## config.mk

```make
export PLATFORM = sky130hd
export DESIGN_NAME = pong_logica
export DESIGN_NICKNAME = d
export VERILOG_FILES = /design/src/rtl/pong_logica.sv
export SDC_FILE = /design/constraint.sdc
export NUM_CORES = 1
export LEC_CHECK = 0
export CAP_MARGIN = 10
export CORE_MARGIN = 2
export CORE_UTILIZATION = 60
export DETAILED_ROUTE_END_ITERATION = 8
export PLACE_DENSITY = 0.82
export SLEW_MARGIN = 10
export SYNTH_ARGS = -nofsm -noshare
export SYNTH_HDL_FRONTEND = slang
export SYNTH_SLANG_ARGS = --single-unit
export TNS_END_PERCENT = 10
```

## constraint.sdc

```tcl
create_clock -name clk -period 5.7 [get_ports clk]
set_input_delay 0.57 -clock clk [delete_from_list [all_inputs] [get_ports clk]]
set_output_delay 0.57 -clock clk [all_outputs]
set_load 0.05 [all_outputs]
```

## src/rtl/pong_logica.sv

```systemverilog
// pong_logica: per-frame Pong game-state engine (ball, paddles, scores and serve/play/point/game-over FSM)
module pong_logica #(
  parameter int TICK_DIV     = 833333,
  parameter int BALL_STEP    = 2,
  parameter int PAD_STEP     = 4,
  parameter int PAUSE_FRAMES = 60,
  parameter int MAX_SCORE    = 9
) (
  input  logic       clk,
  input  logic       reset,
  input  logic       btn_iu,
  input  logic       btn_id,
  input  logic       btn_du,
  input  logic       btn_dd,
  input  logic       btn_saque,
  output logic [9:0] posx,
  output logic [9:0] posy,
  output logic [9:0] posbarraiy,
  output logic [9:0] posbarrady,
  output logic [3:0] puntos_i,
  output logic [3:0] puntos_d,
  output logic       fin,
  output logic [1:0] estado
);
  typedef enum logic [1:0] {SERVE = 2'd0, PLAY = 2'd1, POINT = 2'd2, OVER = 2'd3} state_t;
  localparam int CW = (TICK_DIV > 1) ? $clog2(TICK_DIV) : 1;
  localparam int PW = (PAUSE_FRAMES > 1) ? $clog2(PAUSE_FRAMES) : 1;
  state_t        r_st;
  logic [CW-1:0] r_cnt;
  logic [PW-1:0] r_pause;
  logic [9:0]    r_x, r_y, r_pi, r_pd;
  logic [3:0]    r_si, r_sd;
  logic          r_fin, r_dx, r_dy;
  logic          w_tick, w_lhit, w_rhit, w_gl, w_gr, w_ndy, w_over;
  logic [10:0]   w_x, w_y, w_nx, w_ny, w_pi, w_pd;
  logic [9:0]    w_ybnd, w_npi, w_npd;
  function automatic logic [9:0] pad_move(input logic [9:0] p, input logic up, input logic dn);
    logic [10:0] w_p;
    w_p = {1'b0, p};
    if (up && !dn) return (w_p < 11'(PAD_STEP + 10)) ? 10'd10 : p - 10'(PAD_STEP);
    if (dn && !up) return (w_p + 11'(PAD_STEP) > 11'd370) ? 10'd370 : p + 10'(PAD_STEP);
    return p;
  endfunction
  // 11-bit position math keeps the subtractions from wrapping near the top/left borders
  always_comb begin
    w_tick = r_cnt == CW'(TICK_DIV - 1);
    w_x    = {1'b0, r_x};
    w_y    = {1'b0, r_y};
    w_pi   = {1'b0, r_pi};
    w_pd   = {1'b0, r_pd};
    w_nx   = r_dx ? w_x + 11'(BALL_STEP) : w_x - 11'(BALL_STEP);
    w_ny   = r_dy ? w_y + 11'(BALL_STEP) : w_y - 11'(BALL_STEP);
    w_ndy  = (w_ny < 11'd10) ? 1'b1 : (w_ny > 11'd458) ? 1'b0 : r_dy;
    w_ybnd = (w_ny < 11'd10) ? 10'd10 : (w_ny > 11'd458) ? 10'd458 : w_ny[9:0];
    w_lhit = !r_dx && (w_x + 11'd1 > 11'd40) && (w_nx + 11'd1 <= 11'd40) &&
             (w_y + 11'd11 >= w_pi) && (w_y + 11'd1 <= w_pi + 11'd100);
    w_rhit = r_dx && (w_x + 11'd11 < 11'd600) && (w_nx + 11'd11 >= 11'd600) &&
             (w_y + 11'd11 >= w_pd) && (w_y + 11'd1 <= w_pd + 11'd100);
    w_gl   = !w_lhit && !w_rhit && (w_nx <= 11'd10);
    w_gr   = !w_lhit && !w_rhit && (w_nx >= 11'd619);
    w_over = (r_si == 4'(MAX_SCORE)) || (r_sd == 4'(MAX_SCORE));
    w_npi  = pad_move(r_pi, btn_iu, btn_id);
    w_npd  = pad_move(r_pd, btn_du, btn_dd);
  end
  always_ff @(posedge clk or posedge reset) begin
    if (reset) begin
      r_st    <= SERVE;
      r_cnt   <= '0;
      r_pause <= '0;
      r_x     <= 10'd314;
      r_y     <= 10'd234;
      r_pi    <= 10'd190;
      r_pd    <= 10'd190;
      r_si    <= '0;
      r_sd    <= '0;
      r_fin   <= 1'b0;
      r_dx    <= 1'b1;
      r_dy    <= 1'b1;
    end else begin
      r_cnt <= w_tick ? '0 : r_cnt + 1'b1;
      if (w_tick) begin
        r_pi <= w_npi;
        r_pd <= w_npd;
        case (r_st)
          SERVE: if (btn_saque) begin
            r_st <= PLAY;
            r_dy <= 1'b1;
          end
          PLAY: begin
            r_dy <= w_ndy;
            if (w_gl || w_gr) begin
              r_st    <= POINT;
              r_pause <= '0;
              r_x     <= 10'd314;
              r_y     <= 10'd234;
              r_dx    <= w_gr;
              if (w_gl && r_sd < 4'(MAX_SCORE)) r_sd <= r_sd + 4'd1;
              if (w_gr && r_si < 4'(MAX_SCORE)) r_si <= r_si + 4'd1;
            end else begin
              r_x  <= w_lhit ? 10'd39 : w_rhit ? 10'd588 : w_nx[9:0];
              r_y  <= w_ybnd;
              r_dx <= w_lhit ? 1'b1 : w_rhit ? 1'b0 : r_dx;
            end
          end
          POINT: if (r_pause == PW'(PAUSE_FRAMES - 1)) begin
            r_st  <= w_over ? OVER : SERVE;
            r_fin <= w_over;
          end else begin
            r_pause <= r_pause + 1'b1;
          end
          OVER: if (btn_saque) begin
            r_st  <= SERVE;
            r_si  <= '0;
            r_sd  <= '0;
            r_fin <= 1'b0;
          end
        endcase
      end
    end
  end
  assign posx       = r_x;
  assign posy       = r_y;
  assign posbarraiy = r_pi;
  assign posbarrady = r_pd;
  assign puntos_i   = r_si;
  assign puntos_d   = r_sd;
  assign fin        = r_fin;
  assign estado     = r_st;
endmodule
```

---- Word level (Yosys, flattened, before mapping) ----
Cells that the tools add are included.
cells by class
  add/sub/neg operators ................... 22
  $lt $le $gt $ge ......................... 18
  eq/ne operators ......................... 15
  muxes and demuxes ....................... 53
  reductions and logical operators ........ 44
operator list
  cell                                                             count
  two-way mux 10 bit                                               18
  greater-than comparator 11 x 9 -> 1 bit (second input constant)  3
  adder 10 x 1 -> 11 bit (second input constant)                   2
  adder 10 x 2 -> 11 bit (second input constant)                   2
  adder 10 x 3 -> 11 bit (second input constant)                   2
  adder 10 x 4 -> 11 bit (second input constant)                   2
  adder 10 x 7 -> 11 bit (second input constant)                   2
  >= comparator 11 x 10 -> 1 bit                                   2
  >= comparator 11 x 10 -> 1 bit (second input constant)           2
  <= comparator 11 bit                                             2
  two-way mux 11 bit                                               2
  subtractor 10 x 2 -> 11 bit (second input constant)              2
  adder 10 x 3 -> 10 bit (second input constant)                   2
  adder 20 x 1 -> 20 bit (second input constant)                   1
  equality test 20 bit (second input constant)                     1
  less-than comparator 10 x 4 -> 1 bit (second input constant)     2
  two-way mux 20 bit                                               1
  two-way mux 4 bit                                                5
  subtractor 10 x 3 -> 10 bit (second input constant)              2
  logical AND 1 bit                                                17
  case mux 4 bit (2 select lines)                                  2
  AND reduction 5 bit                                              3
  two-way mux 1 bit                                                14
  != test 2 bit (second input constant)                            7
  28 further kinds                                                 54
storage, ports and cells
  bits in registers ....................... 79
  input port bits ......................... 7
  output and inout bits ................... 51
  logic and storage cells ................. 164

---- Longest topological paths before layout ----
Gate-level depths: netlist of run 1.
  depth in word-level cells ............... 14
  depth in mapped cells ................... 18
  gate-level depth less buffers ........... 16

---- Worst setup path before layout of run 1 ----
No wires, ideal clock.
  path type ............................... register to register
  from .................................... reg r_pi[4] (netlist: posbarraiy[4])
  to ...................................... reg r_si[0] (netlist: puntos_i[0])
  setup time .............................. 0.125 ns
  arrival time ............................ 4.234 ns
  data required time ...................... 5.575 ns
  slack ................................... 1.341 ns
  stages on the path, launching flop included .. 19
  buffers on the path ..................... 2
  clock period less this slack ............ 4.359 ns
  cells stage by stage .................... dfstp_2 > clkbuf_1 > inv_1 > nor3_1 > nor3_1 > or3_1 > xnor2_1 > ha_1 > a21oi_1 > nand2_1 > a211oi_1 > a22oi_1 > a2111oi_0 > and3_1 > and3_1 > buf_6 > nor3_1 > o22ai_2 > mux2_4
between the ends
  cells in the longest elaborated chain, start to end .. 9
  elaborated cells on any way between the ends .. 14
  classes of those cells .................. add/sub (1); order compare (2); eq/ne (2); reduce/logical (9)
ends and longest elaborated chain
  what                                                                             line    source
  from (decl)                                                                      31      logic [9:0] r_x, r_y, r_pi, r_pd;
  from (signal assigned)                                                           82      r_pi <= w_npi;
  adder 10 x 7 -> 11 bit / >= comparator 11 x 10 -> 1 bit (equally long branches)  56      (w_y + 11'd11 >= w_pi) && (w_y + 11'd1 <= w_pi + 11'd100);
  <= comparator 11 bit / logical AND 1 bit (equally long branches)                 56, 55
  logical AND 1 bit *                                                              56
  zero test 1 bit *                                                                59, 60
  logical AND 1 bit *                                                              59, 60
  logical AND 1 bit, on equally long branches                                      60, 59
  logical AND 1 bit / logical OR 1 bit (equally long branches)                     98, 91
  != test 2 bit (no source line)                                                   --
  AND reduction 5 bit (no source line) *                                           --
  to (signal assigned)                                                             98      if (w_gr && r_si < 4'(MAX_SCORE)) r_si <= r_si + 4'd1;
  to (decl)                                                                        32      logic [3:0] r_si, r_sd;
Every way passes the cells marked *; elsewhere a longest branch is shown, timed or not.
A chain may end at the register's enable or synchronous reset.

---- Worst setup path in the final report of run 1 ----
Same ends and word-level chain as after synthesis.

==> summary.md, run 1 <==
| Metric | Value |
|---|---|
| Area grow syn2layout | `13.1%` |
| CP Class | `reg -> reg` |
| Initial DRC Count | `1055` |
| Layout cells sized above 1 | `7.14%` |
| Largest net degree at the start of global routing | `47` |
| Max-cap viol count | `0` |
| Count of different cell masters after synthesis | `85` |
| Post-synth EDFFs | `0` |
| CTS resizes | `0` |
| Post-synth ARST share | `100%` |
| CTS tree | `built` |
| Critical Path Fanout Max | `10` |
| Starting density of the core | `61.0%` |
| Post-synthesis register bit count | `78` |
| R2r setup slk | `1.09 ns` |
| # DRC | `0` |
| Slew HR | `43.4%` |
| Via/cell ratio | `6.40` |
| Setup crit start kind | `register` |
| Clock slew at reported path FFs | `0.06 ns` |
| Clk buf depth | `2` |
| Seq/Total Area, Yosys | `27.3%` |
| Final nets | `1023` |
| Leakage power | `3.49 nW` |
| Setup repair after global routing missed its margin | `false` |
| Cells after synthesis | `894` |
| Die area | `0.0130 mm²` |
| Post-CTS setup buffer count | `0` |
| Req. time, crit path | `5.93 ns` |
| Cell mode on critical path | `nor3_1` |
| Util after Layout | `69.0%` |
| Die Y-Extent | `114 µm` |
| Peak VDD IR | `0.000187 V` |
| Largest delay share family, worst path | `simple AND/OR/NAND/NOR gates` |
| DRT Pass-1 Iters | `5` |
| Final WL | `18900 µm` |
| Syn Std Cell Area | `0.00727 mm²` |
| Fin crit period | `4.61 ns` |
| PwrDens | `156 mW/mm²` |
| Syn. warnings | `0` |
| Worst path bufs/invs | `1` |
| Core ar. | `0.0119 mm²` |
| Vias in the first global route | `6521` |
| Max incr delay on CP | `0.62 ns` |
| Clk_skew | `0.00702 ns` |
| Fmax | `217 MHz` |
| Final TNS setup | `0 ns` |
| Final GP Congestion | `0.919` |
| Fin Hold WS | `0.498 ns` |
| Clock Root Buffer | `clkbuf_16` |
| Vias | `6945` |
| Worst path cell trace | `inv_1 -> nor3_1 -> nor3_1 -> or3_1 -> xnor2_1 -> ha_1 -> a21oi_1 -> nand2_1 -> a211oi_1 -> a22oi_1 -> a2111oi_0 -> and3_1 -> and3_1 -> nor3_1 -> o22ai_2 -> mux2_4` |
| Hold Crit Class | `reg -> reg` |
| Clk sinks | `78` |
| Final Slew Violations | `0` |
| Grt total ovfl | `0` |
| Finish-stage setup viols | `0` |
| DP HPWL | `13900 µm` |
| Port-buffer cells | `56` |
| Tot GR Track Use | `30.2%` |
| Crit share post-route | `80.8%` |
| Width of the die | `114 µm` |
| Routed Antenna Nets | `0` |
| Num CTS Buffers | `9` |
| First-pass GRT wire length | `31800 µm` |
| # diodes | `0` |
| Status | `finished clean` |
| Slew of the pin with the lowest slew margin | `0.846 ns` |
| Critical Path End Type | `register` |
| Final Hold Fails | `0` |
| Ports | `58` |
| Top_reg_cell synth | `dfrtp_1` |
| Rows | `40` |
| Average wire per standard cell | `17.4 µm` |
| CP max stage cell | `dfstp_2` |
| CP arrival | `4.84 ns` |
| Hold buffers post-CTS | `0` |
| Initial antenna violation count | `0` |
| Syn Area/Cell | `8.13 µm²` |
| Worst skew pair latency | `0.35 ns` |
| H-tree depth | `3` |
## cells in the mapped netlist, types with 7 or more instances
cell type,instances,area share [%]
and2_1,8,0.69
o21ai_0,64,4.4
nand4_1,16,1.4
and3_1,16,1.4
xor2_1,17,2.0
nor3_1,24,1.7
xnor2_1,31,3.7
ha_1,80,14
a21o_1,11,1.1
mux2i_1,7,0.96
nor4_1,11,0.95
a21oi_1,65,4.5
nor2b_1,16,1.4
inv_1,54,2.8
nand2b_1,17,1.5
nand2_1,82,4.2
nor2_1,84,4.3
dfstp_2,24,8.7
o22ai_1,7,0.60
nand3_1,29,2.0
clkbuf_1,29,1.5
dfrtp_1,54,19
a31oi_1,16,1.4
## final cells by class
| class | instances | area, µm² |
|---|---|---|
| well taps | 147 | 184 |
| repair buffers | 60 | 591 |
| multi-input cells | 731 | 4960 |
| inverters | 54 | 204 |
| clock inverters | 5 | 58.8 |
| flip-flops and latches | 78 | 1980 |
| clock buffers | 11 | 243 |
| fillers | 1014 | 3690 |
## cells in the final DEF, fill, tap and decap left out, drive strengths merged, types with 8 or more instances in the layout
cell type / Yosys / routed
a31oi: 16 / 16
nor4: 13 / 13
nor2b: 16 / 16
nand2b: 17 / 17
dfrtp: 54 / 54
nor3: 26 / 26
nand4: 16 / 16
a21oi: 65 / 65
clkbuf: 29 / 11
nand3: 29 / 29
inv: 54 / 53
and3: 16 / 16
clkdlybuf4s50: 0 / 56
o22ai: 8 / 8
and2: 8 / 8
nand2: 82 / 82
a211oi: 8 / 8
xor2: 17 / 17
xnor2: 32 / 32
o21ai: 69 / 69
nor2: 84 / 84
a21o: 11 / 11
ha: 80 / 80
dfstp: 24 / 24
## per-layer routing
metal / vias to the layer above / track usage [%] / share of wire, %
met3: 36 / 5.40 / 6.8
met4: 0 / 9.76 / 2.2
li1: 3314 / - / -
met1: 3283 / 42.1 / 45
met2: 312 / 47.9 / 46
met5: - / 0 / 0
## registers in the layout, summed over array words and instances (netlist names)
register and flops:
r_cnt 20, posbarrady 10, posbarraiy 10, posx 10, posy 9, r_pause 6, puntos_d 4, puntos_i 4
estado 2, fin 1, r_dx 1, r_dy 1
## where the power goes
group,switching [mW],internal (mW),total [mW]
combinational,0.0791,0.0429,0.122
clock,0.242,0.351,0.593
sequential,0.00712,0.561,0.568
## worst min-delay path: stages, from the launching register on
cell and delay (ns):
dfstp_2 0.39, nand2_1 0.06, nand2_1 0.05
## path summary, 6_finish.rpt
path,startpoint,end,cells after the start
min in group asynchronous,reset,posbarraiy[0],2
worst max-delay path,posbarraiy[4],puntos_i[0],16
max in group asynchronous,reset,posx[3],3
worst max register to register,posbarraiy[4],puntos_i[0],16
worst min register to register,posx[3],posx[3],2
worst min-delay path,posx[3],posx[3],2
## cell families after synthesis
logic type      Yosys count  synth area share [%]
compound gates          245                  22.2
xor+xnor                 49                  6.01
fa+ha+maj                84                  14.6
buf+inv                  87                  4.68
flops                    78                  27.3
mux                       8                  1.17
other cells               1                0.0516
simple gates            342                  24.1
## through the flow
step	instances	worst slack [ns]	power [mW]	instance area [µm²]
after floorplan	896	1.34	0.663	7280
after global placement	1070	1.24	0.694	7920
after detailed placement	1070	1.17	0.697	7920
after CTS	1086	1.11	1.28	8220
after global routing	1086	0.507	1.33	8220
final	1086	1.09	1.28	8220
Power figures use the tool's default switching activity.
==> run 2: changes to the inputs <==
- CORE_UTILIZATION: 60 -> 54
- PLACE_DENSITY: 0.82 -> 0.78
- clock period: 5.7 -> 4.18 ns (I/O delays scaled with it)
==> run 2 against run 1 <==
  * Critical path depth decreased by 3
  * Design area rose by 5.3%
  * Clock power is 25% higher
  * Critical path type unchanged
  * Sequential cell count stayed put
  * Clock skew up 0.0021 ns
  * Largest cell class unchanged
==> summary.md, run 2 (synthesized netlist as in run 1, its figures left out) <==
| Metric | Value |
|---|---|
| Area after DPL | `0.00816 mm²` |
| Crit share post-route | `97.9%` |
| Worst skew pair latency | `0.35 ns` |
| # DRC | `0` |
| Num CTS Buffers | `9` |
| Final WL | `19800 µm` |
| Starting density of the core | `55.1%` |
| CP arrival | `4.33 ns` |
| Initial antenna violation count | `0` |
| Core ar. | `0.0132 mm²` |
| Average wire per standard cell | `17.1 µm` |
| CP max stage cell | `dfstp_2` |
| Largest register FFs | `20` |
| Fmax | `244 MHz` |
| Largest net degree at the start of global routing | `53` |
| Rows | `42` |
| Final Slew Violations | `0` |
| Final Hold Fails | `0` |
| Critical Path Fanout Max | `7` |
| Initial DRC Count | `827` |
| Fin crit period | `4.09 ns` |
| DRT Pass-1 Iters | `5` |
| Layout cells sized above 1 | `12.5%` |
| Req. time, crit path | `4.42 ns` |
| Vias in the first global route | `6604` |
| Total Power | `1.69 mW` |
| Status | `finished clean` |
| Width of the die | `120 µm` |
| DP HPWL | `14400 µm` |
| Hold buffers post-CTS | `0` |
| Fill count | `1115` |
| Slew HR | `38.2%` |
| Grt total ovfl | `0` |
| Die area | `0.0144 mm²` |
| Clk_skew | `0.00912 ns` |
| Vias | `7060` |
| Routed Antenna Nets | `0` |
| Port-buffer cells | `56` |
| Clk buf depth | `2` |
| Leakage power | `3.71 nW` |
| # diodes | `0` |
| Peak VDD IR | `0.000157 V` |
| Setup crit start kind | `register` |
| Clk sinks | `78` |
| Max-cap viol count | `0` |
| Critical Path End Type | `register` |
| Die Y-Extent | `120 µm` |
| CP Class | `reg -> reg` |
| Hold Crit Class | `reg -> reg` |
| Clock slew at reported path FFs | `0.06 ns` |
| Commonest non-fill, non-tap cells in the layout | `82 x nand2_1, 82 x nor2_1, 77 x ha_1, 65 x a21oi_1, 63 x o21ai_0` |
| Setup repair after global routing missed its margin | `true` |
| Tot GR Track Use | `28.0%` |
| H-tree depth | `3` |
| Ports | `58` |
| Clock Root Buffer | `clkbuf_16` |
| Max incr delay on CP | `0.57 ns` |
| Fin area | `0.00866 mm²` |
| CTS tree | `built` |
| Area grow syn2layout | `19.1%` |
| Slew of the pin with the lowest slew margin | `0.925 ns` |
| Finish-stage setup viols | `0` |
| Worst path cell trace | `clkinvlp_4 -> fa_1 -> a211oi_4 -> buf_4 -> nor2_4 -> or2_2 -> nor4_1 -> a2111oi_1 -> and3_1 -> and3_4 -> nor3_4 -> and4b_2 -> a22o_1` |
| Most flops, register | `r_cnt` |
| Via/cell ratio | `6.11` |
| First-pass GRT wire length | `32700 µm` |
| Final GP Congestion | `0.986` |
| PwrDens | `195 mW/mm²` |
| Final nets | `1063` |
[run 2: changes by cell type in the layout (fill, tap and decap cells not counted), sizes merged]
cell	before	now
buf	4	44
bufinv	1	0
clkbuf	11	10
clkinv	3	6
inv	53	52
[run 2: worst max-delay path, delay by kind of cell, from the launching register on]
family,cells,cell delay [ns]
AO/OA/AOI/OAI,3,0.61
adder cells (fa/ha/maj),1,0.54
buffers and inverters,2,0.41
flip-flops,1,0.57
AND/OR/NAND/NOR,7,1.85
[run 2: cell type report]
class                   count  area, µm²  area share, %
repair buffers            100        895           10.3
clock inverters             6       40.0          0.462
clock buffers              10        229           2.64
inverters                  54        208           2.40
well taps                 176        220           2.54
flip-flops and latches     78       1980           22.9
multi-input cells         731       5080           58.7
[run 2: metal layers]
metal  GRT usage [%]  vias to the layer above  wire (µm)
met1            38.5                     3359       9020
met2            44.2                      240       9160
met4            11.8                        0        572
li1                -                     3406          -
met5               0                        -          0
met3            3.71                       55       1050
[run 2: per-stage QoR]
step | util, % | setup TNS (ns) | cells | hold slack [ns] | setup slack (ns)
after floorplan | - | 0 | 896 | 0.448 | 0.0460
after global placement | 61.9 | 0 | 1125 | 0.479 | 0.156
after detailed placement | 61.9 | 0 | 1125 | 0.476 | 0.0531
after CTS | 63.9 | 0 | 1141 | 0.489 | 0.0442
after global routing | 65.6 | -0.00988 | 1155 | 0.522 | -0.00893
final | 65.6 | 0 | 1155 | 0.497 | 0.0890
[run 2: power by group]
part	switching, mW	leakage [nW]	total, mW	internal (mW)
Combinational	0.111	2.67	0.175	0.0633
Sequential	0.00852	0.908	0.773	0.764
Clock	0.342	0.132	0.744	0.401
[run 2: final timing paths]
kind | from | endpoint | slack (ns) | cells past startpoint
worst max-delay path | r_dx | posy[4] | 0.09 | 13
worst min-delay path | r_pause[5] | r_pause[5] | 0.50 | 1
worst max register to register | r_dx | posy[4] | 0.09 | 13
worst min register to register | r_pause[5] | r_pause[5] | 0.50 | 1
max in group asynchronous | reset | posx[1] | 2.68 | 3
min in group asynchronous | reset | posbarraiy[9] | 0.57 | 2
[run 2: what timing repair did]
action                     4_1_cts  5_1_grt
setup endpoints to repair        0       27
resized for setup                0       25
setup buffers                    0       14
